--- src/rtl/lsu_pkg.sv ---
// LSU shared types: op encoding, stage FSM states and the Writeback bundle.
// Decode uses the same package to produce lsu_op.
package lsu_pkg;

   localparam int XLEN         = 32;
   localparam int LSU_OP_WIDTH = 4;

   typedef enum logic [LSU_OP_WIDTH-1:0] {
      LSU_NONE  = 4'd0,
      LSU_LD_B  = 4'd1,
      LSU_LD_H  = 4'd2,
      LSU_LD_W  = 4'd3,
      LSU_LD_BU = 4'd4,
      LSU_LD_HU = 4'd5,
      LSU_ST_B  = 4'd6,
      LSU_ST_H  = 4'd7,
      LSU_ST_W  = 4'd8
   } lsu_op_t;

   typedef enum logic [1:0] {
      S_IDLE,
      S_REQ,
      S_WAIT,
      S_DRAIN
   } mem_state_t;

   typedef enum logic [1:0] {
      SZ_B,
      SZ_H,
      SZ_W
   } lsu_size_t;

   typedef struct packed {
      logic [XLEN-1:0] pc;
      logic [XLEN-1:0] inst;
      logic [XLEN-1:0] result;
      logic            rw_en;
      logic [4:0]      rw_addr;
      logic            ale;
   } mem_wb_t;

   function automatic logic is_load(lsu_op_t op);
      return op inside {LSU_LD_B, LSU_LD_H, LSU_LD_W,
                        LSU_LD_BU, LSU_LD_HU};
   endfunction

   function automatic logic is_store(lsu_op_t op);
      return op inside {LSU_ST_B, LSU_ST_H, LSU_ST_W};
   endfunction

   function automatic lsu_size_t size_of(lsu_op_t op);
      lsu_size_t sz;
      unique case (op)
         LSU_LD_B, LSU_LD_BU, LSU_ST_B: sz = SZ_B;
         LSU_LD_H, LSU_LD_HU, LSU_ST_H: sz = SZ_H;
         default:                       sz = SZ_W;
      endcase
      return sz;
   endfunction

endpackage

--- src/rtl/mem_stage_align.sv ---
// Byte-lane steering: store strobes/replication, misalign check,
// and load lane extraction with sign or zero extension.
module mem_stage_align
   import lsu_pkg::*;
#(
   parameter int DATA_WIDTH = 32
) (
   input  logic [LSU_OP_WIDTH-1:0] acc_op,
   input  logic [1:0]              acc_off,
   input  logic [DATA_WIDTH-1:0]   acc_data,
   output logic [3:0]              wstrb,
   output logic [DATA_WIDTH-1:0]   wdata,
   output logic                    misalign,
   input  logic [LSU_OP_WIDTH-1:0] ld_op,
   input  logic [1:0]              ld_off,
   input  logic [DATA_WIDTH-1:0]   rdata,
   output logic [DATA_WIDTH-1:0]   ld_data
);

   lsu_op_t               aop;
   lsu_op_t               lop;
   lsu_size_t             asz;
   logic [DATA_WIDTH-1:0] lane;

   assign aop  = lsu_op_t'(acc_op);
   assign lop  = lsu_op_t'(ld_op);
   assign asz  = size_of(aop);
   assign lane = rdata >> {ld_off, 3'b000};

   always_comb begin
      misalign = 1'b0;
      if (is_load(aop) || is_store(aop)) begin
         unique case (asz)
            SZ_H:    misalign = acc_off[0];
            SZ_W:    misalign = |acc_off;
            default: misalign = 1'b0;
         endcase
      end
   end

   always_comb begin
      wstrb = 4'h0;
      wdata = acc_data;
      if (is_store(aop)) begin
         unique case (asz)
            SZ_B: begin
               wstrb = 4'b0001 << acc_off;
               wdata = {4{acc_data[7:0]}};
            end
            SZ_H: begin
               wstrb = 4'b0011 << acc_off;
               wdata = {2{acc_data[15:0]}};
            end
            default: begin
               wstrb = 4'hF;
               wdata = acc_data;
            end
         endcase
      end
   end

   always_comb begin
      ld_data = rdata;
      unique case (1'b1)
         lop == LSU_LD_B:
            ld_data = {{24{lane[7]}}, lane[7:0]};
         lop == LSU_LD_BU:
            ld_data = {24'h0, lane[7:0]};
         lop == LSU_LD_H:
            ld_data = {{16{lane[15]}}, lane[15:0]};
         lop == LSU_LD_HU:
            ld_data = {16'h0, lane[15:0]};
         default:
            ld_data = rdata;
      endcase
   end

endmodule

--- src/rtl/mem_stage.sv ---
// Memory pipeline stage: one in-order data access slot between
// Execute and Writeback, with registered result and flush/drain.
module mem_stage
   import lsu_pkg::*;
#(
   parameter int DATA_WIDTH = 32,
   parameter int ADDR_WIDTH = 32
) (
   input  logic                    clk,
   input  logic                    rst,
   input  logic                    flush,
   input  logic                    in_valid,
   output logic                    in_ready,
   input  logic [31:0]             in_pc,
   input  logic [31:0]             in_inst,
   input  logic [DATA_WIDTH-1:0]   in_ex_result,
   input  logic [LSU_OP_WIDTH-1:0] in_lsu_op,
   input  logic [DATA_WIDTH-1:0]   in_lsu_data,
   input  logic                    in_rw_en,
   input  logic [4:0]              in_rw_addr,
   output logic                    dmem_req,
   output logic                    dmem_we,
   output logic [ADDR_WIDTH-1:0]   dmem_addr,
   output logic [3:0]              dmem_wstrb,
   output logic [DATA_WIDTH-1:0]   dmem_wdata,
   input  logic                    dmem_gnt,
   input  logic                    dmem_rvalid,
   input  logic [DATA_WIDTH-1:0]   dmem_rdata,
   output logic                    out_valid,
   input  logic                    out_ready,
   output logic [31:0]             out_pc,
   output logic [31:0]             out_inst,
   output logic [DATA_WIDTH-1:0]   out_result,
   output logic                    out_rw_en,
   output logic [4:0]              out_rw_addr,
   output logic                    out_ale
);

   mem_state_t            state;
   mem_state_t            state_nxt;
   lsu_op_t               op_in;
   lsu_op_t               pend_op;
   logic [1:0]            pend_off;
   mem_wb_t               pend;
   mem_wb_t               wb_q;
   mem_wb_t               acc_wb;
   mem_wb_t               rsp_wb;
   logic [3:0]            a_wstrb;
   logic [DATA_WIDTH-1:0] a_wdata;
   logic                  a_mis;
   logic [DATA_WIDTH-1:0] ld_data;
   logic                  accept;
   logic                  mem_go;
   logic                  rsp_take;

   assign op_in = lsu_op_t'(in_lsu_op);

   mem_stage_align #(
      .DATA_WIDTH(DATA_WIDTH)
   ) u_align (
      .acc_op   (in_lsu_op),
      .acc_off  (in_ex_result[1:0]),
      .acc_data (in_lsu_data),
      .wstrb    (a_wstrb),
      .wdata    (a_wdata),
      .misalign (a_mis),
      .ld_op    (pend_op),
      .ld_off   (pend_off),
      .rdata    (dmem_rdata),
      .ld_data  (ld_data)
   );

   assign accept   = in_valid && in_ready;
   assign mem_go   = accept && !a_mis &&
                     (is_load(op_in) || is_store(op_in));
   assign rsp_take = (state == S_WAIT) && dmem_rvalid && !flush;

   always_ff @(posedge clk or posedge rst) begin
      if (rst) state <= S_IDLE;
      else     state <= state_nxt;
   end

   // A granted access cannot be recalled, so a late flush drains it.
   always_comb begin
      state_nxt = state;
      in_ready  = 1'b0;
      dmem_req  = 1'b0;
      unique case (state)
         S_IDLE: begin
            in_ready = (!out_valid || out_ready) && !flush;
            if (mem_go) state_nxt = S_REQ;
         end
         S_REQ: begin
            dmem_req = !flush;
            if (flush)         state_nxt = S_IDLE;
            else if (dmem_gnt) state_nxt = S_WAIT;
         end
         S_WAIT: begin
            if (dmem_rvalid) state_nxt = S_IDLE;
            else if (flush)  state_nxt = S_DRAIN;
         end
         S_DRAIN: begin
            if (dmem_rvalid) state_nxt = S_IDLE;
         end
         default: state_nxt = S_IDLE;
      endcase
   end

   always_ff @(posedge clk or posedge rst) begin
      if (rst) begin
         dmem_addr  <= '0;
         dmem_we    <= 1'b0;
         dmem_wstrb <= 4'h0;
         dmem_wdata <= '0;
         pend_op    <= LSU_NONE;
         pend_off   <= 2'b00;
         pend       <= '0;
      end else if (mem_go) begin
         dmem_addr  <= {in_ex_result[ADDR_WIDTH-1:2], 2'b00};
         dmem_we    <= is_store(op_in);
         dmem_wstrb <= a_wstrb;
         dmem_wdata <= a_wdata;
         pend_op    <= op_in;
         pend_off   <= in_ex_result[1:0];
         pend       <= '{pc:      in_pc,
                         inst:    in_inst,
                         result:  in_ex_result,
                         rw_en:   in_rw_en && is_load(op_in),
                         rw_addr: in_rw_addr,
                         ale:     1'b0};
      end
   end

   always_comb begin
      acc_wb = '{pc:      in_pc,
                 inst:    in_inst,
                 result:  in_ex_result,
                 rw_en:   in_rw_en && !a_mis,
                 rw_addr: in_rw_addr,
                 ale:     a_mis};
   end

   always_comb begin
      rsp_wb = pend;
      if (is_load(pend_op)) rsp_wb.result = ld_data;
   end

   always_ff @(posedge clk or posedge rst) begin
      if (rst) begin
         out_valid <= 1'b0;
         wb_q      <= '0;
      end else if (flush) begin
         out_valid <= 1'b0;
      end else if (rsp_take) begin
         out_valid <= 1'b1;
         wb_q      <= rsp_wb;
      end else if (accept && !mem_go) begin
         out_valid <= 1'b1;
         wb_q      <= acc_wb;
      end else if (out_ready) begin
         out_valid <= 1'b0;
      end
   end

   assign out_pc      = wb_q.pc;
   assign out_inst    = wb_q.inst;
   assign out_result  = wb_q.result;
   assign out_rw_en   = wb_q.rw_en;
   assign out_rw_addr = wb_q.rw_addr;
   assign out_ale     = wb_q.ale;

   rvalid_legal: assert property (
      @(posedge clk) disable iff (rst)
      dmem_rvalid |-> (state == S_WAIT || state == S_DRAIN));

endmodule

--- config.mk ---
export PLATFORM = sky130hd
export DESIGN_NAME = mem_stage
export DESIGN_NICKNAME = d
export VERILOG_FILES = /design/src/rtl/lsu_pkg.sv /design/src/rtl/mem_stage_align.sv /design/src/rtl/mem_stage.sv
export SDC_FILE = /design/constraint.sdc
export NUM_CORES = 1
export LEC_CHECK = 0
export CORE_ASPECT_RATIO = 0.7
export CORE_MARGIN = 3
export CORE_UTILIZATION = 70
export CTS_BUF_LIST = sky130_fd_sc_hd__clkbuf_2
export CTS_CLUSTER_SIZE = 40
export DETAILED_ROUTE_END_ITERATION = 16
export DONT_BUFFER_PORTS = 1
export GPL_TIMING_DRIVEN = 0
export PLACE_DENSITY = 0.94
export SLEW_MARGIN = 20
export SYNTH_ARGS = -nofsm -noshare
export SYNTH_HDL_FRONTEND = slang
export SYNTH_SLANG_ARGS = --single-unit
--- constraint.sdc ---
create_clock -name clk -period 17.65 [get_ports clk]
set_input_delay 5.295 -clock clk [delete_from_list [all_inputs] [get_ports clk]]
set_output_delay 5.295 -clock clk [all_outputs]
set_load 0.02 [all_outputs]
==> results of run 1 <==
==> cell type report <==
class / count / share of cell area
well taps: 225 / 0.0219
clock buffers: 81 / 0.0315
flip-flops and latches: 249 / 0.484
repair buffers: 2 / 0.00428
plain buffers: 115 / 0.0535
multi-input cells: 705 / 0.397
inverters: 5 / 0.00204
clock inverters: 18 / 0.00612
==> registers in the layout, indices dropped and copies added (netlist names) <==
| signal | count |
|---|---|
| state | 2 |
| out_ale | 1 |
| out_rw_en | 1 |
| dmem_we | 1 |
| out_result | 32 |
| pend_op | 4 |
| out_inst | 32 |
| out_pc | 32 |
| dmem_wstrb | 4 |
| out_valid | 1 |
| out_rw_addr | 5 |
| pend | 101 |
| dmem_wdata | 32 |
| pend_off | 1 |
==> through the flow <==
step	total power [µW]	std cells	worst slack, ns	util	instance area (µm²)
after floorplan	1370	1074	5.51	-	12000
after global placement	1480	1299	3.11	0.742	12300
after detailed placement	1520	1301	6.49	0.747	12400
after CTS	1870	1400	6.50	0.776	12900
after global routing	1970	1400	6.46	0.776	12900
final	1880	1400	6.51	0.776	12900
==> where the power goes <==
part / switching (µW) / total [µW] / internal (µW)
clock: 232 / 357 / 125
combinational: 248 / 459 / 211
sequential: 301 / 1060 / 762
==> synthesized netlist by cell type, types with 3 or more instances <==
cell / instances / area (µm²)
o21ai_0: 116 / 581
nor2_1: 27 / 101
dfrtp_1: 249 / 6230
nand2_1: 140 / 526
o21ai_1: 10 / 50.1
a221oi_1: 15 / 131
mux2_2: 99 / 1110
o221ai_1: 6 / 52.6
a221oi_2: 11 / 165
o2bb2ai_1: 7 / 61.3
o221a_2: 12 / 135
mux2i_1: 95 / 951
buf_2: 20 / 100
buf_6: 13 / 146
nand2b_1: 3 / 18.8
mux2_1: 12 / 135
inv_1: 5 / 18.8
a21oi_1: 38 / 190
a2bb2oi_1: 6 / 52.6
nand3_1: 7 / 35.0
a22o_1: 17 / 149
o31ai_1: 15 / 113
nor3_1: 4 / 20.0
clkbuf_1: 39 / 146
and2_1: 5 / 31.3
buf_4: 36 / 270
nand3b_1: 3 / 22.5
nor2b_1: 15 / 93.8
a211oi_1: 9 / 67.6
buf_1: 7 / 26.3
==> per-layer routing <==
metal  GRT usage  part of all wire  vias up
met5           0                 0        -
met3       0.151              0.13      131
met2       0.574              0.46      601
met1       0.444              0.36     4678
met4       0.172             0.047        0
li1            -                 -     3988
==> worst reg2reg max path, cell delays in order, from the launching register on <==
cell	delay [ns]
dfrtp_1	0.46
nand4bb_1	0.18
clkbuf_1	0.47
buf_2	0.42
buf_1	0.65
mux2i_1	0.32
o21ai_0	0.12
==> cell usage in the layout (no fill, tap or decap), types with 12 or more instances in the layout <==
cell type | Yosys | layout
buf_4 | 36 | 36
a22o_1 | 17 | 17
o221a_2 | 12 | 12
nor2b_1 | 15 | 15
o31ai_1 | 15 | 15
buf_6 | 13 | 13
clkinv_1 | 0 | 15
o21ai_0 | 116 | 116
buf_2 | 20 | 20
dfrtp_1 | 249 | 249
clkbuf_1 | 39 | 39
mux2i_1 | 95 | 95
mux2_1 | 12 | 12
nor2_1 | 27 | 27
mux2_2 | 99 | 99
nand2_1 | 140 | 140
clkbuf_2 | 0 | 81
a221oi_1 | 15 | 15
a21oi_1 | 38 | 38
==> cell families (layout without fill, tap and decap cells) <==
kind of cell / count (synthesis) / in the layout / share of synthesized area
AOI/OAI and AO/OA: 275 / 275 / 0.155
xor gates and xnor gates: 3 / 3 / 0.00219
buffers and inverters: 120 / 221 / 0.0589
DFF: 249 / 249 / 0.518
muxes: 207 / 207 / 0.185
other: 1 / 2 / 0.000312
and+or+nand+nor: 218 / 218 / 0.0810
==> how the worst max path moves through the flow <==
stage           from        endpoint  slack, ns
5_1_grt        flush        in_ready       6.46
4_1_cts        flush        in_ready       6.50
6_report       flush        in_ready       6.51
3_5_place_dp   flush        in_ready       6.49
2_1_floorplan    rst   dmem_wdata[0]       5.51
3_3_place_gp     rst  dmem_wdata[25]       3.11
==> run_results.csv, run 1 <==
group,metric,value,unit
route,viasPerCell,6.71,
synthesis,mappedNetlistArea,0.0120,mm²
cts,clkTransAtPathRegs,0.11,ns
synthesis,postSynth.asyncResetShare,1.00,
cells_and_area,fill_cells,1050,
cells_and_area,multi_input_area,0.00511,mm²
cts,cts_made_buffers,56,
cells_and_area,n_antenna_cell,0,
synthesis,synth_sequential_area_ratio,0.518,
worst_setup_path,r2r-start,"state[0]",
run,maxCapViolCount,0,
floorplan,ios,352,
synthesis,yosysWarnings,0,
timing,rsz0062_at_grt,"false",
worst_setup_path,critPathRequiredTime,12.35,ns
hold_path,holdPathEnd,"pend[4]",
cts,cts.hold.buffers_added,0,
hold_path,holdPathStages,1,
cts,tritoncts,"done",
cts,post_cts.resized_instances,0,
timing,setup_viol,0,
route,remaining_drc_errors,0,
cells_and_area,layout-area-overhead-vs-synth,7.09,%
timing,timing.clock.skew,0.0667,ns
route,first_drt_pass_iteration_count,6,
timing,final_hold_viols,0,
power_and_ir_drop,leakage,0.00621,µW
worst_setup_path,setup.worst_path.class,"input pin to primary output",
cells_and_area,final_net_count,1311,
floorplan,die_area,0.0188,mm²
synthesis,synthesis.instances,1073,
floorplan,initial_core_util,0.725,
placement,place.detailed.hpwl,25500,µm
worst_setup_path,timing.critical_path.slowest_stage_cell,"nor2_1",
floorplan,die_width,163,µm
cts,clock_latency,0.88,ns
worst_setup_path,r2r_setup_slack,14.89,ns
route,routedWlPerCell,25.2,µm
cts,clk_sink_count,249,
power_and_ir_drop,power.density_cell_area,146,mW/mm²
floorplan,fp_rows,39,
power_and_ir_drop,vdd_drop_max,128,µV
worst_setup_path,path_common_cell,"nor2_1",
worst_setup_path,path_cells,"nor2_1 -> nand2_1 -> nor2_1",
synthesis,synth_edf_count,0,
cells_and_area,seq_area,0.00623,mm²
timing,timing_max_transition_violations_final,0,
floorplan,placeableCoreArea,0.0166,mm²
hold_path,hp_start,"pend[4]",
cts,post-cts-setup-buffers,0,
global_routing,grt_max_degree,98,
worst_setup_path,end_kind,"primary output",
route,vias,9398,
cts,ctsLongestPathBuffers,3,
timing,final_period_minus_worst_setup_slack,11.14,ns
route,drt_wl_total,35200,µm
timing,final.setup.tns,0,ns
global_routing,grt_use_total,0.364,
worst_setup_path,critical_path.max_fanout,6,
global_routing,number_of_global_route_vias_before_repair,9571,
worst_setup_path,cpPeakStageDelay,0.31,ns
timing,worst_hold_slack,0.508,ns
synthesis,avgSynthCellArea,11.2,µm²
placement,port_buffers,0,
cts,cts_max_level,2,
placement,routabilityCongestion,0.940,
floorplan,chipHeight,116,µm
global_routing,global_route_wire_length_before_repair,52900,µm
timing,max_slew_margin,0.440,
worst_setup_path,start_kind,"input pin",
synthesis,ys_ff_latch,249,
global_routing,grt.overflow.total,0,
cells_and_area,drive_above_1_share,0.243,
worst_setup_path,worst-path-stages,3,
timing,worst_max_slew_pin_slew,0.840,ns
synthesis,synthDistinctLibCells,54,
worst_setup_path,regToRegEndpoint,"out_inst[8]",
worst_setup_path,critical_path_buf_inv_count,0,
outcome,status,"finished, final reports clean",
worst_setup_path,critPathTopFamily,"simple AND/OR/NAND/NOR gates",
synthesis,postSynth.topFlopCell,"dfrtp_1",
cts,cts_root_buffer,"clkbuf_2",
worst_setup_path,cp.arrival,5.84,ns
global_routing,grt_antenna_before_repair,0,
worst_setup_path,r2r.worst_path.cells,6,
timing,finalCritPeriodShare,0.631,
route,detail-route-antenna-nets,0,
hold_path,holdCritPathClass,"register to register",
route,drtIter0Drc,803,
timing,fmaxAchievable,0.0898,GHz
Note: power is estimated with default switching activity, not from simulation.
==> run 2, diff against run 1 <==
- CORE_UTILIZATION: 70 -> 66
- PLACE_DENSITY: 0.94 -> 0.9
- clock period: 17.65 -> 11.6 ns (I/O delays scaled with it)
==> run 2 against run 1 <==
  * Non-clock buffer count stayed put
  * Global-route usage decreased by 1.9 points
  * Die area is 5.8% higher
  * Register-to-register slack worse by 6.0 ns
  * Sequential power is 52% higher
  * Combinational power increased by 52%
  * Largest cell class unchanged
  * Largest power group unchanged
  * Final cell count is 0.50% higher
  * Core utilization fell by 4.1 points
  * Flip-flop and latch count did not move
  * Worst setup slack got worse by 2.4 ns
  * Design area about the same
==> run_results.csv, run 2 (synthesis results as in run 1) <==
group,metric,value,unit
route,drtIter0Drc,929,
floorplan,initial_core_util,0.686,
cells_and_area,mostFrequentLayoutCell,"dfrtp_1",
placement,place_inst,1307,
hold_path,hp_start,"pend[54]",
worst_setup_path,r2r.worst_path.cells,6,
timing,worst_max_slew_pin_slew,0.820,ns
cts,clk_sink_count,249,
timing,finalCritPeriodShare,0.646,
cells_and_area,final-instance-count-excl-fill,1407,
cts,post-cts-setup-buffers,0,
cts,cts_root_buffer,"clkbuf_2",
outcome,status,"finished, final reports clean",
global_routing,global_route.peak_usage_layer,"met2",
worst_setup_path,start_kind,"input pin",
cells_and_area,layout-area-overhead-vs-synth,7.15,%
timing,timing_max_transition_violations_final,0,
global_routing,number_of_global_route_vias_before_repair,9561,
worst_setup_path,critical_path.max_fanout,3,
cells_and_area,drive_above_1_share,0.243,
global_routing,grt_use_total,0.345,
route,drt_wl_total,35100,µm
route,routedWlPerCell,24.9,µm
power_and_ir_drop,power.density_cell_area,221,mW/mm²
worst_setup_path,regToRegEndpoint,"out_inst[6]",
global_routing,grt.overflow.total,0,
cells_and_area,commonest_non_fill_non_tap_cells_in_the_layout,"249 x dfrtp_1, 140 x nand2_1, 116 x o21ai_0",
cells_and_area,final_area,0.0129,mm²
worst_setup_path,setup.worst_path.class,"input pin to primary output",
timing,max_slew_margin,0.453,
route,detail-route-antenna-nets,0,
global_routing,grt_use_met3,0.153,
cts,cts.hold.buffers_added,0,
placement,routabilityCongestion,0.948,
worst_setup_path,r2r-start,"state[0]",
cells_and_area,max_ffs_per_register,101,
cts,cts_max_level,2,
power_and_ir_drop,leakage,0.00621,µW
timing,setup_viol,0,
timing,final_period_minus_worst_setup_slack,7.49,ns
global_routing,met2_usage,0.544,
global_routing,grt_antenna_before_repair,1,
worst_setup_path,r2r_setup_slack,8.87,ns
cts,clock_latency,0.85,ns
timing,fmaxAchievable,0.133,GHz
timing,rsz0062_at_grt,"false",
cts,ctsLongestPathBuffers,3,
floorplan,chipHeight,119,µm
hold_path,holdPathStages,1,
placement,placement.cell_area,0.0124,mm²
cts,post_cts.resized_instances,0,
global_routing,global_route_wire_length_before_repair,54400,µm
timing,worst_hold_slack,0.516,ns
floorplan,placeableCoreArea,0.0175,mm²
cells_and_area,final_net_count,1310,
cts,tritoncts,"done",
timing,final_hold_viols,0,
run,maxCapViolCount,0,
cts,clkTransAtPathRegs,0.11,ns
floorplan,fp_rows,40,
global_routing,grt_max_degree,95,
route,first_drt_pass_iteration_count,5,
hold_path,holdCritPathClass,"register to register",
worst_setup_path,cp.arrival,4.01,ns
power_and_ir_drop,vdd_drop_max,137,µV
floorplan,ios,352,
route,viasPerCell,6.56,
route,vias,9234,
route,remaining_drc_errors,0,
worst_setup_path,end_kind,"primary output",
hold_path,holdPathEnd,"pend[54]",
cts,cts_made_buffers,55,
cells_and_area,largest_register,"pend",
floorplan,die_area,0.0199,mm²
placement,port_buffers,0,
placement,place.detailed.hpwl,25800,µm
worst_setup_path,critPathRequiredTime,8.12,ns
global_routing,met1_resource_use_gr,0.435,
floorplan,die_width,167,µm
timing,timing.clock.skew,0.0731,ns
==> run 2: critical path, stage by stage <==
cell and delay (ns):
nand2b_1 0.16, nand2_1 0.07, nor2_1 0.31
==> run 2: per-layer routing <==
metal  wire, µm  vias to the layer above
met4        965                        0
met3       4750                       91
met2      16200                      578
met5          0                        -
met1      13100                     4569
li1           -                     3996
==> run 2: final cells by class <==
class	count	area, µm²
timing repair buffer	2	55.1
antenna	1	2.50
fill	1202	4630
inverter	5	26.3
multi-input combinational	705	5110
tap	231	289
clock inverter	23	101
buffer	115	689
clock buffer	76	380
sequential	249	6230
==> run 2: metrics by stage <==
step / total power [µW] / util / TNS, ns / setup WS, ns
final: 2840 / 0.736 / 0 / 4.11
after CTS: 2840 / 0.735 / 0 / 4.10
after global placement: 2250 / 0.703 / -293.28 / -1.20
after global routing: 2990 / 0.736 / 0 / 4.08
after detailed placement: 2310 / 0.708 / 0 / 4.11
after floorplan: 2090 / - / 0 / 1.28
==> run 2: worst max path at each step <==
stage,start,endpoint,cells past startpoint
finish,out_ready,in_ready,3
global route,out_ready,in_ready,3
CTS,out_ready,in_ready,3
detailed placement,out_ready,in_ready,3
global placement,rst,pend[20],1
floorplan,rst,dmem_wdata[0],1
==> run 2: report_power, final <==
part	switching [µW]	internal [µW]
Combinational	375	321
Sequential	454	1160
Clock	351	182
Total	1180	1660
==> run 3, diff against run 2 <==
- clock period: 11.6 -> 7.6 ns (I/O delays scaled with it)
==> run 3 against run 2 <==
  * Via count grew 0.40%
  * Register-to-register slack got worse by 4.1 ns
  * Count of clock-buffer cells in the layout is 9 higher
  * Combinational power increased by 54%
  * Global-route usage shrank 0.79 points
  * Final cell count up 0.28%
  * Critical endpoint unchanged
  * Largest cell class unchanged
  * Highest routed layer unchanged
==> run_results.csv, run 3 (synthesis results as in run 1) <==
group,metric,value,unit
placement,placement.cell_area,0.0125,mm²
worst_setup_path,path_cells,"nor2_1 -> nand2_1 -> nor2_1",
power_and_ir_drop,vdd_drop_max,217,µV
cells_and_area,drive_above_1_share,0.251,
worst_setup_path,critPathTopFamily,"simple AND/OR/NAND/NOR gates",
power_and_ir_drop,p_comb_frac,0.245,
floorplan,chipHeight,119,µm
cells_and_area,fill_cells,1155,
cts,cts_made_buffers,55,
timing,final.setup.tns,0,ns
cts,cts_root_buffer,"clkbuf_2",
power_and_ir_drop,design_power_total,4340,µW
worst_setup_path,timing.critical_path.slowest_stage_cell,"nor2_1",
power_and_ir_drop,power_switching,1780,µW
route,detail-route-antenna-nets,0,
power_and_ir_drop,internal_power,2560,µW
run,maxCapViolCount,0,
worst_setup_path,r2r_setup_slack,4.79,ns
worst_setup_path,critical_path_buf_inv_count,0,
timing,timing.clock.skew,0.0650,ns
route,drt_wl_total,35000,µm
timing,finalCritPeriodShare,0.675,
floorplan,die_width,167,µm
worst_setup_path,cp.arrival,2.85,ns
floorplan,initial_core_util,0.686,
hold_path,holdCritPathClass,"register to register",
floorplan,fp_rows,40,
timing,worst_max_slew_pin_slew,0.842,ns
power_and_ir_drop,sw_share,0.410,
worst_setup_path,regToRegEndpoint,"out_inst[16]",
worst_setup_path,end_kind,"primary output",
floorplan,placeableCoreArea,0.0175,mm²
worst_setup_path,cpPeakStageDelay,0.31,ns
cells_and_area,commonest_non_fill_non_tap_cells_in_the_layout,"249 x dfrtp_1, 140 x nand2_1, 116 x o21ai_0",
route,vias,9271,
cts,clkTransAtPathRegs,0.11,ns
power_and_ir_drop,seq_power_share,0.566,
global_routing,global_route_wire_length_before_repair,52700,µm
cells_and_area,max_ffs_per_register,101,
cts,tritoncts,"done",
power_and_ir_drop,leakage,0.00627,µW
worst_setup_path,start_kind,"input pin",
cells_and_area,final_net_count,1316,
worst_setup_path,r2r-start,"state[0]",
floorplan,ios,352,
cells_and_area,layout-area-overhead-vs-synth,8.12,%
worst_setup_path,path_common_cell,"nor2_1",
worst_setup_path,worstSetupEndpoint,"in_ready",
global_routing,grt_max_degree,36,
route,routedWlPerCell,24.8,µm
floorplan,die_area,0.0199,mm²
cells_and_area,final_area,0.0130,mm²
global_routing,grt_use_total,0.338,
global_routing,grt.overflow.total,0,
power_and_ir_drop,p_clk_frac,0.189,
placement,port_buffers,0,
cts,clock_latency,0.84,ns
outcome,status,"finished, final reports clean",
worst_setup_path,critical_path.max_fanout,6,
timing,max_slew_margin,0.439,
route,remaining_drc_errors,0,
route,drtIter0Drc,891,
cts,post-cts-setup-buffers,0,
timing,final_period_minus_worst_setup_slack,5.13,ns
timing,timing_max_transition_violations_final,0,
cts,cts.hold.buffers_added,0,
cts,post_cts.resized_instances,0,
cts,ctsLongestPathBuffers,3,
global_routing,grt_antenna_before_repair,1,
cts,cts_max_level,2,
worst_setup_path,crit_path_start,"flush",
route,first_drt_pass_iteration_count,5,
global_routing,number_of_global_route_vias_before_repair,9320,
route,viasPerCell,6.57,
cells_and_area,largest_register,"pend",
timing,setup_viol,0,
worst_setup_path,critPathRequiredTime,5.32,ns
worst_setup_path,worst-path-stages,3,
timing,final_hold_viols,0,
power_and_ir_drop,power.density_cell_area,334,mW/mm²
placement,routabilityCongestion,0.914,
cts,clk_sink_count,249,
timing,fmaxAchievable,0.195,GHz
timing,rsz0062_at_grt,"false",
cells_and_area,mostFrequentLayoutCell,"dfrtp_1",
placement,place.detailed.hpwl,26100,µm
worst_setup_path,setup.worst_path.class,"input pin to primary output",
worst_setup_path,r2r.worst_path.cells,6,
-- run 3: cell types whose count changed in the layout (fill, tap and decap cells not counted) --
cell / previous run / this run
clkbuf_2: 76 / 85
clkinv_1: 16 / 9
buf_12: 0 / 6
clkinv_2: 4 / 1
clkinv_4: 0 / 2
inv_6: 2 / 0
clkinvlp_4: 0 / 1
inv_2: 1 / 0
inv_8: 1 / 0
-- run 3: power groups by stage --
stage | Clock [µW] | Sequential [µW] | Combinational (µW)
5_1_grt | 897 | 2500 | 1160
2_1_floorplan | 0 | 2330 | 862
4_1_cts | 837 | 2450 | 1060
6_report | 819 | 2460 | 1070
3_5_place_dp | 0 | 2470 | 1060
3_3_place_gp | 0 | 2450 | 986
-- run 3: stage by stage --
step,util,hold slack (ns),setup slack (ns),std cells
detailed placement,0.714,0.480,2.49,1313
floorplan,-,0.464,2.05,1074
CTS,0.742,0.504,2.48,1410
finish,0.742,0.505,2.47,1411
global placement,0.703,0.474,0.805,1305
global route,0.742,0.511,2.44,1411
-- run 3: how the worst min path moves through the flow --
stage,startpoint,end,slack [ns],cells past startpoint
after global routing,pend[94],pend[94],0.51,1
after detailed placement,pend[94],pend[94],0.48,1
after floorplan,pend[1],pend[1],0.46,1
after CTS,pend[94],pend[94],0.50,1
final,pend[89],pend[89],0.50,1
after global placement,pend[1],pend[1],0.47,1
-- run 3: area by class of cell --
class	instances	area [µm²]	area share
Multi-Input combinational cell	705	5110	0.393
Timing Repair Buffer	8	175	0.0135
Tap cell	231	289	0.0222
Clock buffer	85	425	0.0327
Inverter	5	22.5	0.00173
Antenna cell	1	2.50	0.000192
Sequential cell	249	6230	0.479
Buffer	115	689	0.0530
Clock inverter	12	56.3	0.00433
-- run 3: per-layer routing --
layer,track usage,vias to the layer above,wire length [µm]
met5,0,-,0
met4,0.104,0,1070
met3,0.145,91,4940
met2,0.541,621,16200
met1,0.419,4568,12800
li1,-,3991,-
